--- src/rtl/parpadeo_pkg.sv ---
// rtl/parpadeo_pkg.sv - shared state, field and blank-mask definitions for the edit-mode controller
package parpadeo_pkg;

  typedef enum logic [1:0] {
    ST_IDLE   = 2'd0,
    ST_EDIT_H = 2'd1,
    ST_EDIT_M = 2'd2,
    ST_EDIT_S = 2'd3
  } state_t;

  localparam logic [1:0] FIELD_NONE = 2'd0;
  localparam logic [1:0] FIELD_H    = 2'd1;
  localparam logic [1:0] FIELD_M    = 2'd2;
  localparam logic [1:0] FIELD_S    = 2'd3;

  localparam int HR_LSB  = 4;
  localparam int MIN_LSB = 2;
  localparam int SEC_LSB = 0;

  // Field code shown on field_sel for a given controller state
  function automatic logic [1:0] field_of(state_t s);
    logic [1:0] f;
    case (s)
      ST_EDIT_H: f = FIELD_H;
      ST_EDIT_M: f = FIELD_M;
      ST_EDIT_S: f = FIELD_S;
      default:   f = FIELD_NONE;
    endcase
    return f;
  endfunction

  // btn_set walks hours -> minutes -> seconds -> back to normal display
  function automatic state_t next_field(state_t s);
    state_t n;
    case (s)
      ST_IDLE:   n = ST_EDIT_H;
      ST_EDIT_H: n = ST_EDIT_M;
      ST_EDIT_M: n = ST_EDIT_S;
      default:   n = ST_IDLE;
    endcase
    return n;
  endfunction

  // Only the selected digit pair blinks; everything else stays lit
  function automatic logic [5:0] mask_of(logic [1:0] f, logic phase_on);
    logic [5:0] m;
    m = '0;
    case (f)
      FIELD_H: m[HR_LSB  +: 2] = {2{~phase_on}};
      FIELD_M: m[MIN_LSB +: 2] = {2{~phase_on}};
      FIELD_S: m[SEC_LSB +: 2] = {2{~phase_on}};
      default: m = '0;
    endcase
    return m;
  endfunction

endpackage

--- src/rtl/parpadeo_timer.sv ---
// rtl/parpadeo_timer.sv - blink phase counter running on clk with restart and run controls
module parpadeo_timer #(
  parameter int BLINK_PERIOD = 25000000,
  parameter int BLINK_ON     = 12500000
) (
  input  logic clk,
  input  logic rst_n,
  input  logic restart,
  input  logic run,
  output logic phase_on,
  output logic wrap
);

  localparam int CW = (BLINK_PERIOD > 1) ? $clog2(BLINK_PERIOD) : 1;
  localparam logic [CW-1:0] LAST   = CW'(BLINK_PERIOD - 1);
  localparam logic [CW-1:0] ON_LIM = CW'(BLINK_ON);

  logic [CW-1:0] cnt;
  logic [CW-1:0] cnt_nx;

  // Counter sits at 0 when idle or restarted so the field is solid right after user action
  always_comb begin
    cnt_nx = '0;
    if (run && !restart && (cnt != LAST)) begin
      cnt_nx = cnt + 1'b1;
    end
  end

  // phase_on is registered from the next count so it always describes the current cnt
  always_ff @(posedge clk) begin
    if (!rst_n) begin
      cnt      <= '0;
      phase_on <= (ON_LIM != '0);
    end else begin
      cnt      <= cnt_nx;
      phase_on <= (cnt_nx < ON_LIM);
    end
  end

  assign wrap = run && (cnt == LAST);

endmodule

--- src/rtl/parpadeo_ctrl.sv ---
// rtl/parpadeo_ctrl.sv - edit-mode FSM selecting the blinking field and routing inc/dec strobes
module parpadeo_ctrl
  import parpadeo_pkg::*;
#(
  parameter int BLINK_PERIOD   = 25000000,
  parameter int BLINK_ON       = 12500000,
  parameter int TIMEOUT_BLINKS = 20
) (
  input  logic       clk,
  input  logic       rst_n,
  input  logic       btn_set,
  input  logic       btn_ok,
  input  logic       btn_inc,
  input  logic       btn_dec,
  output logic       edit_active,
  output logic [1:0] field_sel,
  output logic [5:0] blank_mask,
  output logic       inc_pulse,
  output logic       dec_pulse,
  output logic       commit,
  output logic       abort
);

  localparam int TW = $clog2(TIMEOUT_BLINKS + 1);
  localparam logic [TW-1:0] TO_LAST = TW'(TIMEOUT_BLINKS - 1);
  localparam logic [TW-1:0] TO_MAX  = TW'(TIMEOUT_BLINKS);

  state_t        state;
  state_t        state_nx;
  logic [TW-1:0] to_cnt;
  logic          run;
  logic          restart;
  logic          phase_on;
  logic          wrap;
  logic          timeout;
  logic          any_btn;
  logic          inc_nx;
  logic          dec_nx;
  logic          commit_nx;
  logic          abort_nx;

  assign run     = (state != ST_IDLE);
  assign any_btn = btn_set | btn_ok | btn_inc | btn_dec;
  // Timeout fires on the wrap that completes the last quiet period, so abort lands on that boundary
  assign timeout = wrap && (to_cnt >= TO_LAST);

  // Next state and strobes, resolving ok > set > timeout > inc/dec
  always_comb begin
    state_nx  = state;
    inc_nx    = 1'b0;
    dec_nx    = 1'b0;
    commit_nx = 1'b0;
    abort_nx  = 1'b0;
    if (state == ST_IDLE) begin
      if (btn_set) begin
        state_nx = ST_EDIT_H;
      end
    end else if (btn_ok) begin
      state_nx  = ST_IDLE;
      commit_nx = 1'b1;
    end else if (btn_set) begin
      state_nx  = next_field(state);
      commit_nx = (state == ST_EDIT_S);
    end else if (timeout) begin
      state_nx = ST_IDLE;
      abort_nx = 1'b1;
    end else if (btn_inc ^ btn_dec) begin
      inc_nx = btn_inc;
      dec_nx = btn_dec;
    end
  end

  assign restart = (state_nx != state) || inc_nx || dec_nx;

  parpadeo_timer #(
    .BLINK_PERIOD (BLINK_PERIOD),
    .BLINK_ON     (BLINK_ON)
  ) u_timer (
    .clk      (clk),
    .rst_n    (rst_n),
    .restart  (restart),
    .run      (run),
    .phase_on (phase_on),
    .wrap     (wrap)
  );

  // State, registered outputs and the saturating quiet-period counter
  always_ff @(posedge clk) begin
    if (!rst_n) begin
      state       <= ST_IDLE;
      edit_active <= 1'b0;
      field_sel   <= FIELD_NONE;
      inc_pulse   <= 1'b0;
      dec_pulse   <= 1'b0;
      commit      <= 1'b0;
      abort       <= 1'b0;
      to_cnt      <= '0;
    end else begin
      state       <= state_nx;
      edit_active <= (state_nx != ST_IDLE);
      field_sel   <= field_of(state_nx);
      inc_pulse   <= inc_nx;
      dec_pulse   <= dec_nx;
      commit      <= commit_nx;
      abort       <= abort_nx;
      if (!run || (state_nx != state) || any_btn) begin
        to_cnt <= '0;
      end else if (wrap && (to_cnt != TO_MAX)) begin
        to_cnt <= to_cnt + 1'b1;
      end
    end
  end

  assign blank_mask = mask_of(field_sel, phase_on);

endmodule

--- config.mk ---
export PLATFORM = sky130hd
export DESIGN_NAME = parpadeo_ctrl
export DESIGN_NICKNAME = d
export VERILOG_FILES = /design/src/rtl/parpadeo_pkg.sv /design/src/rtl/parpadeo_timer.sv /design/src/rtl/parpadeo_ctrl.sv
export SDC_FILE = /design/constraint.sdc
export NUM_CORES = 1
export LEC_CHECK = 0
export BUFFER_PORTS_ARGS = -buffer_cell sky130_fd_sc_hd__buf_4
export CAP_MARGIN = 20
export CELL_PAD_IN_SITES_DETAIL_PLACEMENT = 1
export CELL_PAD_IN_SITES_GLOBAL_PLACEMENT = 2
export CORE_AREA = 2 2 81 83
export CTS_BUF_LIST = sky130_fd_sc_hd__clkbuf_16
export CTS_CLUSTER_DIAMETER = 100
export DETAILED_ROUTE_END_ITERATION = 8
export DIE_AREA = 0 0 83 85
export HOLD_SLACK_MARGIN = 0.1
export PLACE_DENSITY = 0.92
export REMOVE_ABC_BUFFERS = 1
export SYNTH_ARGS = -nofsm -noshare
export SYNTH_HDL_FRONTEND = slang
export SYNTH_SLANG_ARGS = --single-unit
--- constraint.sdc ---
create_clock -name clk -period 4.34 [get_ports clk]
set_input_delay 0.651 -clock clk [delete_from_list [all_inputs] [get_ports clk]]
set_output_delay 0.651 -clock clk [all_outputs]
set_load 0.1 [all_outputs]
==> results of run 1 <==
## cell families after synthesis
kind of cell / count (synthesis) / share of synthesized area (%)
and+or+nand+nor: 127 / 31.0
AOI/OAI and AO/OA: 44 / 14.1
DFF: 39 / 34.5
buffers and inverters: 36 / 7.45
xor gates and xnor gates: 25 / 9.66
adders and majority gates: 6 / 3.31
## cells in the final DEF, fill, tap and decap left out, types with 2 or more instances in the layout
master,instances
o211ai_1,2
o31ai_1,3
ha_1,6
a21oi_1,10
and3_1,2
or3_1,3
clkbuf_16,5
nor3b_1,3
nand4b_1,2
or4_2,2
o21ai_0,7
dfxtp_1,39
nor3_1,10
inv_1,18
nand2_1,15
or2_1,2
and4_1,3
a21o_1,2
a32oi_1,2
and3_2,2
xnor2_1,16
bufinv_16,2
o2111a_1,2
buf_4,18
nor4_1,7
nand2b_1,2
nand4_1,6
xor2_1,9
nor2_1,41
nand3_1,16
o22ai_1,2
## synthesized netlist by cell type (3+ instances only)
master    instances  area share [%]
xnor2_1          16             6.2
a21oi_1          10             2.2
nand3_1          16             3.5
nor2_1           41             6.8
clkbuf_1         10             1.7
o21ai_0           7             1.5
ha_1              6             3.3
o31ai_1           3            0.99
nor3b_1           3            0.99
or3_1             3            0.83
xor2_1            9             3.5
nand4_1           6             1.7
nor3_1           10             2.2
nor4_1            7             1.9
nand2_1          15             2.5
inv_1            18             3.0
buf_4             4             1.3
dfxtp_1          39              34
and4_1            3             1.2
## through the flow
stage,setup TNS (ns),utilization [%]
floorplan,-10.65,-
global placement,0,38.7
detailed placement,0,38.7
CTS,0,41.8
global route,0,41.8
finish,0,41.8
## routing by layer
metal | vias up | GRT usage [%]
met5 | - | 0
met4 | 0 | 6.26
met3 | 5 | 3.11
met2 | 25 | 29.4
met1 | 953 | 19.5
li1 | 989 | -
## state kept, by name, indices dropped and copies added, names as in the netlist
register	flops
edit_active	1
dec_pulse	1
u_timer.phase_on	1
abort	1
inc_pulse	1
to_cnt	5
commit	1
state	1
field_sel	2
u_timer.cnt	25
## final cells by class
type,instances,area [um2]
Sequential cell,39,781
Tap cell,77,96.3
Multi-Input combinational cell,202,1320
Inverter,19,71.3
Timing Repair Buffer,18,135
Clock buffer,5,125
Clock inverter,3,67.6
Fill cell,756,3610
## worst max path at each step
| stage | start | to | slack (ns) | cells after the start |
|---|---|---|---|---|
| global route | u_timer.cnt[0]$_SDFF_PN0_ | u_timer.phase_on$_SDFF_PN1_ | 1.42 | 7 |
| detailed placement | u_timer.cnt[0]$_SDFF_PN0_ | u_timer.phase_on$_SDFF_PN1_ | 1.65 | 7 |
| floorplan | field_sel[0]$_SDFF_PN0_ | blank_mask[0] | -1.96 | 2 |
| finish | u_timer.cnt[0]$_SDFF_PN0_ | u_timer.phase_on$_SDFF_PN1_ | 1.69 | 7 |
| CTS | u_timer.cnt[0]$_SDFF_PN0_ | u_timer.phase_on$_SDFF_PN1_ | 1.64 | 7 |
| global placement | u_timer.cnt[0]$_SDFF_PN0_ | u_timer.phase_on$_SDFF_PN1_ | 1.80 | 7 |
## where the power goes
part	internal (mW)	total [mW]	leakage (nW)	switching, mW
Combinational	0.0144	0.0520	0.457	0.0376
Clock	0.329	0.478	0.0900	0.149
Sequential	0.361	0.365	0.315	0.00398
## tightest hold or removal path, stage by stage (launching register included)
cell     delay [ns]
dfxtp_1        0.33
nand2_1        0.06
a21oi_1        0.05
==> results.json, run 1 <==
{
  "chipHeight_um": 85,
  "firstDrtPassIters": 4,
  "dpl_worst_slack_ns": 1.65,
  "top_layer_used": "met4",
  "area_growth_pct": 14.4,
  "grt_max_degree": 27,
  "r2r_cells": 7,
  "h-tree-depth": 2,
  "crit_path_max_fanout": 26,
  "port-buffer-count": 18,
  "cts_made_buffers": 5,
  "netlist_area_um2": 2270,
  "hold_depth": 2,
  "ctsLongestPathBuffers": 2,
  "place_area_um2": 2400,
  "clock_latency_ns": 0.28,
  "syn-instance-count": 277,
  "clock-sinks": 39,
  "ys_warn_count": 0,
  "tightest_slew_ns": 0.846,
  "crit_type": "reg -> reg",
  "globalRouteTotalUtil_pct": 16.4,
  "diodes": 0,
  "timing.rr.end": "u_timer.phase_on$_SDFF_PN1_",
  "path_buf_inv": 0,
  "synthFlopType": "dfxtp_1",
  "endpoint_kind": "flip-flop",
  "placedCellCount": 355,
  "setup_viol": 0,
  "cts_setup_buffers": 0,
  "drv_cap": 0,
  "die_w_um": 83,
  "outcome": "finished, final reports clean",
  "grt_first_pass_wirelength_um": 9520,
  "dr_wl_met2_um": 2680,
  "min_path_type": "reg -> reg",
  "cp-start-kind": "flip-flop",
  "wl_met1_um": 2510,
  "holdPathEnd": "to_cnt[1]$_SDFFE_PP0P_",
  "power-per-cell-area_nw_per_um2": 345,
  "min_period_ns": 2.65,
  "start_util_pct": 36.5,
  "slowest_delay_ns": 0.67,
  "ys_ff_latch": 39,
  "avgSynthCellArea_um2": 8.18,
  "worstReg2RegStart": "u_timer.cnt[0]$_SDFF_PN0_",
  "initialDrtViolationCount": 61,
  "maxSlewHeadroom_pct": 43.6,
  "crit_family": "compound AO/OA/AOI/OAI gates",
  "arrival_ns": 2.86,
  "die-area_um2": 7060,
  "dr_wl_met3_um": 161,
  "cts_root_buf": "clkbuf_16",
  "wl_um": 5440,
  "viasPerCell": 5.43,
  "synth.yosys.seq_area_share_pct": 34.5,
  "ff2ff_setup_slack_ns": 1.69,
  "stdcell_count": 363,
  "cts_tree": "yes",
  "setup_ws_ns": 1.69,
  "layout.nets": 297,
  "final_cell_area_um2": 2590,
  "clkSlewWorstSetupHoldPaths_ns": 0.06,
  "rows": 29,
  "core_area_um2": 6200,
  "p_leak_nw": 0.862,
  "final_max_slew_viol_count": 0,
  "vdd_drop_max_mv": 0.266,
  "ant_nets": 0,
  "grt_pass1_vias": 2021,
  "antenna_found_initial": 0,
  "drive_above_1_share_pct": 14.0,
  "synth-edff-count": 0,
  "rsz0062_at_grt": "no",
  "crit_chain": "ha_1 > nand2_1 > or3_1 > o31ai_1 > a21o_1 > a21oi_1 > o211ai_2",
  "gr-total-overflow": 0,
  "max_freq_mhz": 377,
  "whs_ns": 0.481,
  "min_from": "to_cnt[1]$_SDFFE_PP0P_",
  "crit_path_top_delay_cell": "a21o_1",
  "ios": 19,
  "drc": 0,
  "globalplace.congestion": 0.782,
  "synth.distinct_cells": 58,
  "vias": 1972,
  "finClkSkew_ns": 0.00753,
  "post_cts_resized": 0,
  "wl_per_cell_um": 15.0,
  "async_flop_share_pct": 0,
  "cp.required_ns": 4.55,
  "hold_buffers": 0,
  "period_share_pct": 61.0,
  "p_total_mw": 0.895,
  "dp_hpwl_um": 4040,
  "final_hold_viol_count": 0
}
No activity file was read; power rests on OpenSTA's default activity.
==> inputs of run 2 (changes only) <==
- CORE_AREA: 2 2 81 83 -> 2 2 83 85
- DIE_AREA: 0 0 83 85 -> 0 0 85 87
- PLACE_DENSITY: 0.92 -> 0.89
- clock period: 4.34 -> 2.5 ns (I/O delays scaled with it)
==> run 2 against run 1 <==
- design area grew 3.1%
- routed wire length shrank 0.39%
- combinational power grew 91%
- largest cell class unchanged
- utilization shrank 1.1 points
- die area grew 4.8%
- sequential share of layout area shrank 0.92 points
- clock-buffer cell count is the same
- final cell count grew 3.3%
==> results.json, run 2 (synthesis gave the netlist of run 1 again) <==
{
  "outcome": "finished, final reports clean",
  "min_from": "btn_inc",
  "tightest_slew_ns": 0.438,
  "drc": 0,
  "maxSlewHeadroom_pct": 70.4,
  "grt_max_degree": 14,
  "largest_register_ffs": 25,
  "crit_family": "compound AO/OA/AOI/OAI gates",
  "globalplace.congestion": 0.805,
  "ctsLongestPathBuffers": 2,
  "p_total_mw": 1.56,
  "seq_area_um2": 781,
  "setup_ws_ns": 0.173,
  "viasPerCell": 5.36,
  "chipHeight_um": 87,
  "crit_path_top_delay_cell": "or4_2",
  "wl_met1_um": 2510,
  "wl_per_cell_um": 14.4,
  "cp.required_ns": 2.70,
  "clkSlewWorstSetupHoldPaths_ns": 0.06,
  "internal-power_mw": 1.23,
  "cts_setup_buffers": 0,
  "dpl_worst_slack_ns": 0.0658,
  "stdcell_count": 375,
  "switching_share_pct": 21.1,
  "final_core_util_pct": 40.7,
  "area_growth_pct": 18.0,
  "ff2ff_setup_slack_ns": 0.17,
  "initialDrtViolationCount": 71,
  "clock_latency_ns": 0.28,
  "diodes": 0,
  "dr_wl_met3_um": 173,
  "start_util_pct": 34.5,
  "max_freq_mhz": 430,
  "dr_wl_met2_um": 2670,
  "antenna_found_initial": 0,
  "h-tree-depth": 2,
  "layout.nets": 306,
  "rows": 30,
  "endpoint_kind": "flip-flop",
  "hold_buffers": 0,
  "die-area_um2": 7400,
  "die_w_um": 85,
  "ant_nets": 0,
  "clock-sinks": 39,
  "drive_above_1_share_pct": 17.3,
  "vdd_drop_max_mv": 0.302,
  "final_hold_viol_count": 0,
  "cts_root_buf": "clkbuf_16",
  "min_path_type": "in -> reg",
  "p_leak_nw": 0.907,
  "gr-total-overflow": 0,
  "p_seq_share_pct": 40.5,
  "post_cts_resized": 0,
  "core_area_um2": 6570,
  "placedCellCount": 367,
  "n_fill_cell": 772,
  "wl_um": 5420,
  "final_max_slew_viol_count": 0,
  "largest_register": "u_timer.cnt",
  "p_comb_share_pct": 6.4,
  "crit_chain": "ha_1 > buf_4 > a21oi_1 > or4_2 > a32oi_1 > o31ai_1 > o311a_1 > o211ai_2",
  "arrival_ns": 2.53,
  "period_share_pct": 93.1,
  "grt_pass1_vias": 1990,
  "final_cell_mix": "41 x nor2_1, 39 x dfxtp_1, 27 x buf_4",
  "top_layer_used": "met4",
  "cts_made_buffers": 5,
  "cp-start-kind": "flip-flop",
  "power_frac_clock_pct": 53.1,
  "crit_type": "reg -> reg",
  "timing.rr.end": "u_timer.phase_on$_SDFF_PN1_",
  "hold_depth": 2,
  "p_sw_mw": 0.328,
  "holdPathEnd": "dec_pulse$_SDFF_PN0_",
  "setup_viol": 0,
  "dp_hpwl_um": 4140,
  "drv_cap": 0,
  "finClkSkew_ns": 0.00589,
  "reg.largest.list": "u_timer.cnt (25), to_cnt (5), field_sel (2)",
  "min_period_ns": 2.33,
  "globalRouteTotalUtil_pct": 15.3,
  "firstDrtPassIters": 4,
  "path_buf_inv": 1,
  "layout_commonest_cell": "nor2_1",
  "cts_tree": "yes",
  "rsz0062_at_grt": "no",
  "multiInputGateArea_um2": 1330,
  "vias": 2011,
  "grt_first_pass_wirelength_um": 9290,
  "crit_path_max_fanout": 6,
  "power-per-cell-area_nw_per_um2": 582,
  "r2r_cells": 8,
  "worstReg2RegStart": "u_timer.cnt[1]$_SDFF_PN0_",
  "ios": 19,
  "slowest_delay_ns": 0.65,
  "port-buffer-count": 18
}
-- run 2: changes by cell type in the layout (fill, tap and decap cells not counted) --
| cell | previous run | this run |
|---|---|---|
| buf_4 | 18 | 27 |
| nor4_1 | 7 | 6 |
| nor4_2 | 1 | 2 |
| o21ai_1 | 1 | 0 |
| o21ai_2 | 0 | 1 |
-- run 2: power groups by stage --
| stage | sequential, mW | clock, mW | combinational [mW] |
|---|---|---|---|
| after floorplan | 0.677 | 0 | 0.0317 |
| after global placement | 0.644 | 0 | 0.0987 |
| after detailed placement | 0.644 | 0 | 0.0990 |
| after CTS | 0.630 | 0.842 | 0.0993 |
| after global routing | 0.630 | 0.868 | 0.107 |
| final | 0.630 | 0.826 | 0.0993 |
-- run 2: through the flow --
| step | area, um2 | hold slack [ns] | setup TNS, ns |
|---|---|---|---|
| 6_report | 2670 | 0.286 | 0 |
| 4_1_cts | 2660 | 0.280 | 0 |
| 3_5_place_dp | 2470 | 0.480 | 0 |
| 5_1_grt | 2670 | 0.285 | 0 |
| 3_3_place_gp | 2470 | 0.466 | 0 |
| 2_1_floorplan | 2170 | 0.449 | -23.83 |
-- run 2: how the worst max path moves through the flow --
stage                              start                           to  cells past startpoint
2_1_floorplan    field_sel[0]$_SDFF_PN0_                blank_mask[0]                      2
3_3_place_gp   u_timer.cnt[1]$_SDFF_PN0_       to_cnt[2]$_SDFFE_PP0P_                      7
3_5_place_dp   u_timer.cnt[1]$_SDFF_PN0_       to_cnt[2]$_SDFFE_PP0P_                      7
4_1_cts        u_timer.cnt[1]$_SDFF_PN0_       to_cnt[2]$_SDFFE_PP0P_                      7
5_1_grt        u_timer.cnt[1]$_SDFF_PN0_  u_timer.phase_on$_SDFF_PN1_                      7
6_report       u_timer.cnt[1]$_SDFF_PN0_  u_timer.phase_on$_SDFF_PN1_                      8
-- run 2: layout make-up --
class	count	share of cell area, %
flip-flops and latches	39	29.2
multi-input cells	202	49.6
clock buffers	5	4.68
clock inverters	3	2.53
well taps	80	3.74
inverters	19	2.67
repair buffers	27	7.58
-- run 2: per-layer routing --
metal / vias up / global-route usage [%]
li1: 1006 / -
met1: 971 / 19.0
met2: 29 / 27.1
met3: 5 / 2.65
met4: 0 / 4.62
met5: - / 0
